<file path="src/rtl/alu_exec_unit.sv">
// Execute-stage ALU: single-cycle AND/OR/ADD/SUB/SLT and an iterative WIDTH-cycle
// unsigned shift-add MULTU into HI/LO.
module alu_exec_unit #(
   parameter int WIDTH = 32
) (
   input  logic             clk,
   input  logic             reset,
   input  logic             in_valid,
   output logic             in_ready,
   input  logic [2:0]       alu_control,
   input  logic [WIDTH-1:0] src_a,
   input  logic [WIDTH-1:0] src_b,
   output logic             out_valid,
   output logic [WIDTH-1:0] result,
   output logic             zero,
   output logic             illegal,
   output logic [WIDTH-1:0] hi,
   output logic [WIDTH-1:0] lo
);

   localparam int CW = $clog2(WIDTH + 1);
   localparam logic [CW-1:0] CNT_INIT = CW'(WIDTH);
   localparam logic [CW-1:0] CNT_LAST = CW'(1);

   typedef enum logic {IDLE, MUL} state_t;

   state_t             state_q;
   logic [CW-1:0]      cnt_q;
   logic [2*WIDTH-1:0] acc_q, acc_d, mcand_q;
   logic [WIDTH-1:0]   mplier_q;
   logic               out_valid_q, zero_q, illegal_q;
   logic [WIDTH-1:0]   result_q, hi_q, lo_q;
   logic [WIDTH-1:0]   alu_res;
   logic               alu_ill;

   always_comb begin
      alu_res = '0;
      alu_ill = 1'b0;
      case (alu_control)
         3'b000:  alu_res = src_a & src_b;
         3'b001:  alu_res = src_a | src_b;
         3'b010:  alu_res = src_a + src_b;
         3'b110:  alu_res = src_a - src_b;
         3'b111:  alu_res = {{(WIDTH-1){1'b0}}, ($signed(src_a) < $signed(src_b))};
         3'b100,
         3'b101:  alu_ill = 1'b1;
         default: alu_res = '0;
      endcase
   end

   // Multiplicand shifts left and multiplier shifts right each step, so bit 0 of the
   // multiplier always selects whether the current multiplicand weight is added.
   assign acc_d = acc_q + (mplier_q[0] ? mcand_q : '0);

   always_ff @(posedge clk or posedge reset) begin
      if (reset) begin
         state_q     <= IDLE;
         cnt_q       <= '0;
         acc_q       <= '0;
         mcand_q     <= '0;
         mplier_q    <= '0;
         out_valid_q <= 1'b0;
         result_q    <= '0;
         zero_q      <= 1'b1;
         illegal_q   <= 1'b0;
         hi_q        <= '0;
         lo_q        <= '0;
      end else begin
         out_valid_q <= 1'b0;
         illegal_q   <= 1'b0;
         case (state_q)
            IDLE: begin
               if (in_valid) begin
                  if (alu_control == 3'b011) begin
                     mcand_q  <= {{WIDTH{1'b0}}, src_a};
                     mplier_q <= src_b;
                     acc_q    <= '0;
                     cnt_q    <= CNT_INIT;
                     state_q  <= MUL;
                  end else begin
                     out_valid_q <= 1'b1;
                     result_q    <= alu_res;
                     zero_q      <= (alu_res == '0);
                     illegal_q   <= alu_ill;
                  end
               end
            end
            MUL: begin
               acc_q    <= acc_d;
               mcand_q  <= mcand_q << 1;
               mplier_q <= mplier_q >> 1;
               cnt_q    <= cnt_q - CNT_LAST;
               if (cnt_q == CNT_LAST) begin
                  hi_q        <= acc_d[2*WIDTH-1:WIDTH];
                  lo_q        <= acc_d[WIDTH-1:0];
                  result_q    <= acc_d[WIDTH-1:0];
                  zero_q      <= (acc_d[WIDTH-1:0] == '0);
                  out_valid_q <= 1'b1;
                  state_q     <= IDLE;
               end
            end
            default: state_q <= IDLE;
         endcase
      end
   end

   assign in_ready  = (state_q == IDLE);
   assign out_valid = out_valid_q;
   assign result    = result_q;
   assign zero      = zero_q;
   assign illegal   = illegal_q;
   assign hi        = hi_q;
   assign lo        = lo_q;

endmodule

</file>
<file path="config.mk">
export PLATFORM = sky130hd
export DESIGN_NAME = alu_exec_unit
export DESIGN_NICKNAME = d
export VERILOG_FILES = /design/src/rtl/alu_exec_unit.sv
export SDC_FILE = /design/constraint.sdc
export NUM_CORES = 1
export LEC_CHECK = 0
export BUFFER_PORTS_ARGS = -buffer_cell sky130_fd_sc_hd__buf_2
export CAP_MARGIN = 15
export CORE_MARGIN = 4
export CORE_UTILIZATION = 55
export DETAILED_ROUTE_END_ITERATION = 7
export PLACE_DENSITY_LB_ADDON = 0.2
export RECOVER_POWER = 100
export SYNTH_ARGS = -nofsm -noshare
export SYNTH_HDL_FRONTEND = slang
export SYNTH_SLANG_ARGS = --single-unit
</file>
<file path="constraint.sdc">
create_clock -name clk -period 8.8 [get_ports clk]
set_input_delay 1.76 -clock clk [delete_from_list [all_inputs] [get_ports clk]]
set_output_delay 1.76 -clock clk [all_outputs]
set_load 0.005 [all_outputs]
</file>
* After elaboration in Yosys (flattened, before gate mapping)
Index checks and enable logic that the tools add are counted.
** Word-level totals
- Flip-flop bits (word level) :: 266
- Logic and storage cells :: 72
** Operators by class
- Multiplexer cells :: 34
- Reduce and logical (&&, ||, !) cells :: 7
- Add/sub/neg operators :: 4
- Bitwise gates (word level) :: 3
- Magnitude comparators :: 1
- Eq/ne operators :: 12
** Operators with widths (number)
- $mux 64 :: 5
- $pmux 64 s2 :: 2
- $mux 32 :: 5
- $pmux 32 s5 :: 1
- $pmux 32 s2 :: 2
- $add 64x64->64 :: 1
- $logic_not 32->1 :: 2
- $add 32x32->32 :: 1
- $and 32x32->32 :: 1
- $lt 32x32->1 :: 1
- $or 32x32->32 :: 1
- $sub 32x32->32 :: 1
- $mux 1 :: 13
- $eq 3x3->1 const B :: 4
- $mux 6 :: 2
- $pmux 6 s2 :: 1
- $eq 3x2->1 const B :: 2
- $eq 6x1->1 const B :: 1
- $pmux 1 s2 :: 3
- $sub 6x1->6 const B :: 1
- $ne 2x1->1 const B :: 2
- $ne 2x2->1 const B :: 2
- $reduce_and 2->1 :: 2
- $eq 3x1->1 const B :: 1
- 4 further kinds :: 4

* Depth between registers and ports, before layout
Gate-level depths: netlist (run 1).
- Word-level depth :: 6
- Gate-level depth with buffers :: 17
- Depth with buffers taken out :: 16

* Least setup slack after synthesis (run 1)
No wires, ideal clock.
- Kind :: input port to flip-flop
- Start point :: input src_b[23]
- End point :: register zero_q (netlist: zero)
- Buffers on the path :: 1
- Stages on the path :: 15
- Data required time :: 8728 ps
- Setup slack :: 3932 ps
- Data arrival time :: 4796 ps
- Cells stage by stage :: inv_1 -> ha_1 -> buf_2 -> inv_1 -> a2111o_1 -> o22ai_1 -> nor4_1 -> a31o_2 -> a311oi_1 -> nor2_1 -> a31oi_1 -> xnor2_1 -> a2bb2oi_1 -> or4b_2 -> o21ai_1
** On the way
- Cells in the longest elaborated chain, start to end :: 6
- Elaborated cells between the ends (all ways) :: 10
** RTL lines
- start, declared :: RTL line 12 : input logic [WIDTH-1:0] src_b,
- $sub 32x32->32, or another cell as far along :: RTL line 43 : 3'b110: alu_res = src_a - src_b;
- $pmux 32 s5 (*) :: RTL line 39 : case (alu_control)
- $logic_not 32->1 (*) :: RTL line 83 : zero_q <= (alu_res == '0);
- $mux 1 (*) :: RTL line 74 : if (alu_control == 3'b011) begin
- $mux 1 (*) :: RTL line 73 : if (in_valid) begin
- $pmux 1 s2 (*) :: RTL line 71 : case (state_q)
- end signal, assigned :: RTL line 83
- end signal, assigned :: RTL line 97 : zero_q <= (acc_d[WIDTH-1:0] == '0);
- end, declared :: RTL line 31 : logic out_valid_q, zero_q, illegal_q;
Every way passes the cells marked *; elsewhere a longest branch is shown, timed or not. The select of a mux whose other input is x is not followed.
A chain may end at the register's enable or synchronous reset.

* Final worst setup path (run 1)
- Start point :: register state_q
- End point :: register zero_q (netlist: zero)
** On the way
- Cells in the longest elaborated chain, start to end :: 3
- Elaborated cells between the ends (all ways) :: 6
** RTL lines
- start, declared :: RTL line 27 : state_t state_q;
- start signal, assigned :: RTL line 57 : state_q <= IDLE;
- start signal, assigned :: RTL line 79 : state_q <= MUL;
- start signal, assigned :: RTL line 99 : state_q <= IDLE;
- $not 1->1
- $ne 2x2->1 (no line)
- $reduce_and 3->1 (no line)
Parallel ways exist; a longest one is shown, timed or not.

==> results of run 1 <==
[power by group through the flow]
stage | Combinational, µW | Sequential [µW] | Clock (µW)
after global routing | 2760 | 2060 | 1350
after global placement | 2440 | 2010 | 0
final | 2500 | 2020 | 1280
after CTS | 2500 | 2010 | 1300
after floorplan | 1710 | 1910 | 0
after detailed placement | 2490 | 2020 | 0
[worst max-delay path: stages (launching register included)]
cell and delay, ns:
dfrtp_1 0.81, inv_1 0.37, or4_1 0.49, or3b_2 0.51
o21ai_0 0.10, clkbuf_1 2.26, nand4b_1 0.27, or4_1 0.55
a2111oi_0 0.49, and4bb_1 0.28, and4bb_1 0.23, nand4b_1 0.11
o21ai_0 0.17
[Yosys cell counts (23+ instances only)]
| master | count |
|---|---|
| xnor2_1 | 70 |
| a21oi_1 | 173 |
| clkbuf_1 | 109 |
| nand2_1 | 170 |
| dfrtp_1 | 265 |
| inv_1 | 200 |
| a22o_1 | 78 |
| mux2_2 | 49 |
| nor2_1 | 115 |
| nand3_1 | 37 |
| o21ai_0 | 126 |
| nor3_1 | 24 |
| a21o_1 | 56 |
| mux2i_1 | 34 |
| xor2_1 | 29 |
| and2_1 | 68 |
| ha_1 | 164 |
| nand4_1 | 23 |
| a222oi_1 | 59 |
[cell families after synthesis]
group | synth area share, %
xor gates and xnor gates | 4.47
and+or+nand+nor | 13.9
adders and majority gates | 10.9
buffers and inverters | 6.70
muxes | 4.60
AOI/OAI and AO/OA | 25.2
DFF | 34.3
[placed cells by master (no fill, tap or decap), types with 34 or more instances in the layout]
| cell type | netlist | final |
|---|---|---|
| ha_1 | 164 | 164 |
| a222oi_1 | 59 | 59 |
| dfrtp_1 | 265 | 265 |
| mux2_2 | 49 | 48 |
| nor2_1 | 115 | 115 |
| mux2i_1 | 34 | 34 |
| and2_1 | 68 | 63 |
| nand2_1 | 170 | 170 |
| buf_2 | 17 | 112 |
| o21ai_0 | 126 | 131 |
| a21o_1 | 56 | 56 |
| a21oi_1 | 173 | 172 |
| inv_1 | 200 | 201 |
| clkbuf_1 | 109 | 66 |
| a22o_1 | 78 | 78 |
| xnor2_1 | 70 | 70 |
| nand3_1 | 37 | 37 |
[stage by stage]
| step | cell area, µm² | setup slack (ns) |
|---|---|---|
| after floorplan | 19400 | 3.53 |
| after global placement | 20500 | 2.87 |
| after detailed placement | 20500 | 3.04 |
| after CTS | 21500 | 3.67 |
| after global routing | 21300 | 1.73 |
| final | 21300 | 2.09 |
[metal layers]
layer | up-vias | global-route usage (%) | routed length, µm
met5 | - | 0 | 11
met4 | 2 | 10.7 | 2290
met3 | 130 | 5.65 | 5480
met2 | 816 | 48.2 | 27300
met1 | 8639 | 47.0 | 28000
li1 | 8108 | - | -
[registers in the layout (all words and copies together), names as in the netlist]
signal     count
illegal        1
mcand_q       64
lo            32
mplier_q      32
out_valid      1
acc_q         64
zero           1
state_q        1
result        32
hi            32
cnt_q          6
[cell type report]
cell class | instances | area share [%]
multi-input combinational | 1600 | 53.7
sequential | 266 | 31.2
timing repair buffer | 186 | 4.12
clock buffer | 41 | 3.94
inverter | 204 | 3.60
tap | 455 | 2.67
clock inverter | 10 | 0.698
[how the worst max path moves through the flow]
stage,from,endpoint,depth (start not counted)
6_report,state_q$_DFF_PP0_,zero$_DFFE_PP1P_,12
5_1_grt,mplier_q[0]$_DFFE_PP0P_,hi[24]$_DFFE_PP0P_,15
4_1_cts,src_a[6],zero$_DFFE_PP1P_,15
3_5_place_dp,src_a[6],zero$_DFFE_PP1P_,15
3_3_place_gp,src_a[6],zero$_DFFE_PP1P_,15
2_1_floorplan,reset,acc_q[0]$_DFFE_PP0P_,1
==> summary.md, run 1 <==
| Metric | Value |
|---|---|
| Vias/cell | `6.41` |
| Die height | `196 µm` |
| Status | `finished, violations left` |
| Post-CTS Setup Inserts | `0` |
| Skew final | `roughly 0.012 ns` |
| Pins over their slew limit | `626` |
| Tot Pwr | `~5800 µW` |
| Initial antenna violation count | `2` |
| Initial Util | `55.9%` |
| Multi-input gate area in the final layout | `around 0.011 mm²` |
| Crit path DAT | `7.23 ns` |
| Vias in the first global route | `between 15000 and 20000` |
| CP Data Required Time | `9.32 ns` |
| Sum Neg Setup Slack | `0 ns` |
| Crit-path max FO | `65` |
| # setup viols final | `0` |
| FP Rows | `68` |
| Distinct cells, synth | `about 80` |
| Post-Syn Nets | `around 2400` |
| Mean Syn Cell Area | `between 8 and 9 µm²` |
| Filler Cells Inserted | `3071` |
| FF+latch area | `0.00666 mm²` |
| CP Class | `register to register` |
| Switch Pwr | `2430 µW` |
| Post-synth top area cell | `dfrtp_1` |
| Worst-Margin Slew | `4.14 ns` |
| Final Hold Violating Endpoints | `0` |
| Final core occ | `61.4%` |
| Final WL | `around 63 mm` |
| Mapped cell area | `0.0194 mm²` |
| WHS Path Cells | `1` |
| Initial DRC count | `2020` |
| PwrDens | `272 mW/mm²` |
| Highest clock rate | `0.149 GHz` |
| Largest net degree at the start of global routing | `roughly 170` |
| Final Cycle Share | `76.3%` |
| Hold EP | `cnt_q[5]$_DFFE_PP0P_` |
| Die Footprint | `between 0.03 and 0.04 mm²` |
| Design internal power | `3380 µW` |
| Worst slew margin | `-176%` |
| Yosys top cell area share | `34.2%` |
| CTS Buffer Depth | `3` |
| LEAKAGE | `~0.011 µW` |
| Cells after Synth | `2207` |
| Warnings from Yosys | `0` |
| Hold-fix buffers, CTS | `0` |
| Wirelength per Cell | `22.8 µm` |
| Critical R2R Launch | `state_q$_DFF_PP0_` |
| Layout cell share with drive strength beyond 1 | `between 10% and 20%` |
| Max-cap violations | `7` |
| Logic pwr share | `43.1%` |
| Clk Latency, worst-skew pair | `0.59 ns` |
| Ys async rst share | `100%` |
| Vias post-DR | `17695` |
| Final nets | `2524` |
| Die width | `196 µm` |
| CTS tree | `yes` |
| RSZ-0062 raised after global routing | `false` |
| H-tree depth | `1` |
| Number of synthesized flops with an enable pin | `0` |
| Depth of the worst register-to-register path | `12` |
| CTS root buffer | `clkbuf_16` |
| Final min period | `6.71 ns` |
| Area contributors post-synth | `dfrtp_1, ha_1, a21oi_1` |
| First-pass iteration count of the detailed router | `8` |
| R2R Setup Slk | `2.09 ns` |
| Grt ovf | `0` |
| Hold Crit Class | `register to register` |
| Tot GR Track Use | `32.1%` |
| Antenna-violating nets left | `0` |
| Seq cells post-synth | `approximately 270` |
| Clk pin slew, worst setup/hold paths | `~0.070 ns` |
| Maximum vdd drop | `353 µV` |
| Core Area | `0.0347 mm²` |
| IO Port Bufs | `169` |
| Final Non-Filler Cells | `2762` |
| Clock tree sinks | `266` |
| First-pass GRT wire length | `99.0 mm` |
| Ys flop type | `dfrtp_1` |
| Drt drc | `2` |
| GP Congestion | `0.964` |
| CTS buffer count | `29` |
| Area Growth Syn to Fin | `9.84%` |
| # diodes | `0` |
| FF-to-FF End | `zero$_DFFE_PP1P_` |
| Post-synthesis sequential area ratio | `34.3%` |
| Hold_ws | `around 0.47 ns` |
| Top Ports | `170` |
| Cts repair resizes | `0` |
| Clock Power Share | `22.1%` |
| Flop pwr share | `34.7%` |
| DP HPWL | `46.2 mm` |
| Placed Cells | `2711` |
| Critical Path End Type | `register` |
| CP Launch Type | `register` |
| Violated checks | `DRC, capacitance limit, slew limit` |
| Sw Ratio | `41.8%` |
| Hold path startpoint | `cnt_q[5]$_DFFE_PP0P_` |
Note: power is estimated with default switching activity, not from simulation.
==> run 2: changes to the inputs <==
==> constraint.sdc (replaced) <==
create_clock -name clk -period 5.7 [get_ports clk]
set_input_delay 1.14 -clock clk [delete_from_list [all_inputs] [get_ports clk]]
set_output_delay 1.14 -clock clk [all_outputs]
set_load 0.005 [all_outputs]
==> summary.md, run 2 (synthesized netlist as in run 1, its figures left out) <==
| Metric | Value |
|---|---|
| Top Ports | `170 (unchanged)` |
| Placed Cells | `2720 (+0.33%)` |
| DP HPWL | `46.7 mm (+1.2%)` |
| Most frequent cells in the layout | `dfrtp_1, inv_1, a21oi_1, nand2_1, ha_1` |
| Initial Util | `55.9% (unchanged)` |
| Wirelength per Cell | `22.9 µm (+0.16%)` |
| Largest regs | `acc_q x64, mcand_q x64` |
| RSZ-0062 raised after global routing | `false` |
| Final min period | `5.15 ns (-1.57 ns)` |
| Core Area | `0.0347 mm² (unchanged)` |
| LEAKAGE | `0.0108 µW (+0.66%)` |
| Final Hold Violating Endpoints | `0 (unchanged)` |
| Initial antenna violation count | `2 (unchanged)` |
| Final nets | `2535 (+0.44%)` |
| # diodes | `0 (unchanged)` |
| Skew final | `0.0273 ns (+0.0152 ns)` |
| Filler Cells Inserted | `3082 (+0.36%)` |
| Hold Crit Class | `register to register` |
| Violated checks | `capacitance limit, slew limit` |
| Worst slew margin | `-125% (+51 points)` |
| Cts repair resizes | `0 (unchanged)` |
| CP Launch Type | `register` |
| CP Data Required Time | `6.16 ns (-3.16 ns)` |
| CTS tree | `yes` |
| Crit path DAT | `5.61 ns (-1.62 ns)` |
| IO Port Bufs | `169 (unchanged)` |
| Area Growth Syn to Fin | `10.5%` |
| Hold-fix buffers, CTS | `0 (unchanged)` |
| Vias/cell | `6.39 (-0.20%)` |
| FF+latch area | `0.00666 mm² (unchanged)` |
| # setup viols final | `0 (unchanged)` |
| Highest clock rate | `0.194 GHz (+30%)` |
| Post-CTS Setup Inserts | `0 (unchanged)` |
| WHS Path Cells | `1 (unchanged)` |
| Multi-input gate area in the final layout | `0.0115 mm² (about the same)` |
| Largest net degree at the start of global routing | `163 (-2.4%)` |
| CP Class | `register to register` |
| Depth of the worst register-to-register path | `16 (+4)` |
| Grt ovf | `0 (unchanged)` |
| Pins over their slew limit | `431 (-31%)` |
| Sum Neg Setup Slack | `0 ns (unchanged)` |
| Layout cell share with drive strength beyond 1 | `11.1% (+0.62 points)` |
| FP Rows | `68 (unchanged)` |
| GP Congestion | `0.964 (about the same)` |
| CTS buffer count | `31 (+6.9%)` |
| Die Footprint | `0.0384 mm² (unchanged)` |
| Clk Latency, worst-skew pair | `0.59 ns (about the same)` |
| First-pass iteration count of the detailed router | `8 (unchanged)` |
| Clock tree sinks | `266 (unchanged)` |
| Vias in the first global route | `17178 (-0.058%)` |
| Antenna-violating nets left | `0 (unchanged)` |
| CTS root buffer | `clkbuf_16` |
| Final Non-Filler Cells | `2777 (+0.54%)` |
| Tot GR Track Use | `32.0% (-0.049 points)` |
| Status | `finished, violations left` |
| Drt drc | `0 (-2)` |
| Maximum vdd drop | `601 µV (+70%)` |
| Critical Path End Type | `register` |
| First-pass GRT wire length | `99.2 mm (+0.24%)` |
| Final WL | `63.5 mm (+0.70%)` |
| Tot Pwr | `9020 µW (+55%)` |
| CTS Buffer Depth | `3 (unchanged)` |
| Vias post-DR | `17756 (+0.34%)` |
| Crit-path max FO | `18 (-72%)` |
| Initial DRC count | `1837 (-9.1%)` |
| H-tree depth | `1 (unchanged)` |
| Final Cycle Share | `90.3% (+14 points)` |
| Die width | `196 µm (unchanged)` |
| Worst-Margin Slew | `3.38 ns (-0.760 ns)` |
| Commonest non-fill, non-tap cell in the layout | `dfrtp_1` |
| Die height | `196 µm (unchanged)` |
| Clk pin slew, worst setup/hold paths | `0.06 ns (about the same)` |
| PwrDens | `420 mW/mm² (+54%)` |
| Max-cap violations | `5 (-2)` |
-- run 2: stage by stage --
| stage | util, % | hold slack, ns | worst slack (ns) | instance area (µm²) |
|---|---|---|---|---|
| 6_report | 61.8 | 0.469 | 0.554 | 21500 |
| 3_3_place_gp | 59.2 | 0.450 | 0.589 | 20600 |
| 3_5_place_dp | 59.2 | 0.459 | 0.518 | 20600 |
| 5_1_grt | 61.8 | 0.481 | 0.362 | 21500 |
| 4_1_cts | 62.2 | 0.471 | 1.06 | 21600 |
| 2_1_floorplan | - | 0.438 | 1.05 | 19400 |
-- run 2: worst max-delay path, cell delays in order, from the launching register on --
cell	delay (ns)
dfrtp_1	0.83
clkbuf_1	0.40
clkbuf_1	0.30
and2_1	0.18
ha_1	0.32
a21o_1	0.22
a21o_1	0.17
a21o_1	0.18
a21oi_1	0.15
nor3b_1	0.06
a2111oi_0	0.59
a31oi_1	0.22
a21oi_1	0.46
o31ai_1	0.28
a31oi_1	0.27
xnor2_1	0.12
mux2_2	0.27
-- run 2: layer usage --
| metal | vias to the layer above | wire [µm] | global-route usage, % |
|---|---|---|---|
| li1 | 8149 | - | - |
| met1 | 8683 | 28100 | 46.5 |
| met2 | 801 | 28100 | 49.6 |
| met3 | 121 | 5280 | 5.38 |
| met4 | 2 | 2010 | 9.34 |
| met5 | - | 20 | 0 |
-- run 2: power breakdown --
group          internal (µW)  leakage (µW)  total, µW  switching, µW
Clock                   1200      0.000508       2040            840
Combinational           1480       0.00678       3850           2380
Sequential              2580       0.00350       3120            543
Total                   5260        0.0108       9020           3760
-- run 2: path summary, 6_finish.rpt --
kind                                         start                 endpoint  slack, ns
setup / recovery           mplier_q[0]$_DFFE_PP0P_       hi[26]$_DFFE_PP0P_       0.55
hold / removal                cnt_q[5]$_DFFE_PP0P_     cnt_q[5]$_DFFE_PP0P_       0.47
setup reg to reg           mplier_q[0]$_DFFE_PP0P_       hi[26]$_DFFE_PP0P_       0.55
hold reg to reg               cnt_q[5]$_DFFE_PP0P_     cnt_q[5]$_DFFE_PP0P_       0.47
max in group asynchronous                    reset  mcand_q[12]$_DFFE_PP0P_       2.52
min in group asynchronous                    reset        hi[5]$_DFFE_PP0P_       0.86
-- run 2: layout make-up --
type                    instances  area share, %
clock buffers                  42           4.04
clock inverters                15          0.811
inverters                     204           3.57
multi-input cells            1600           53.4
flip-flops and latches        266           31.0
well taps                     455           2.65
repair buffers                195           4.46
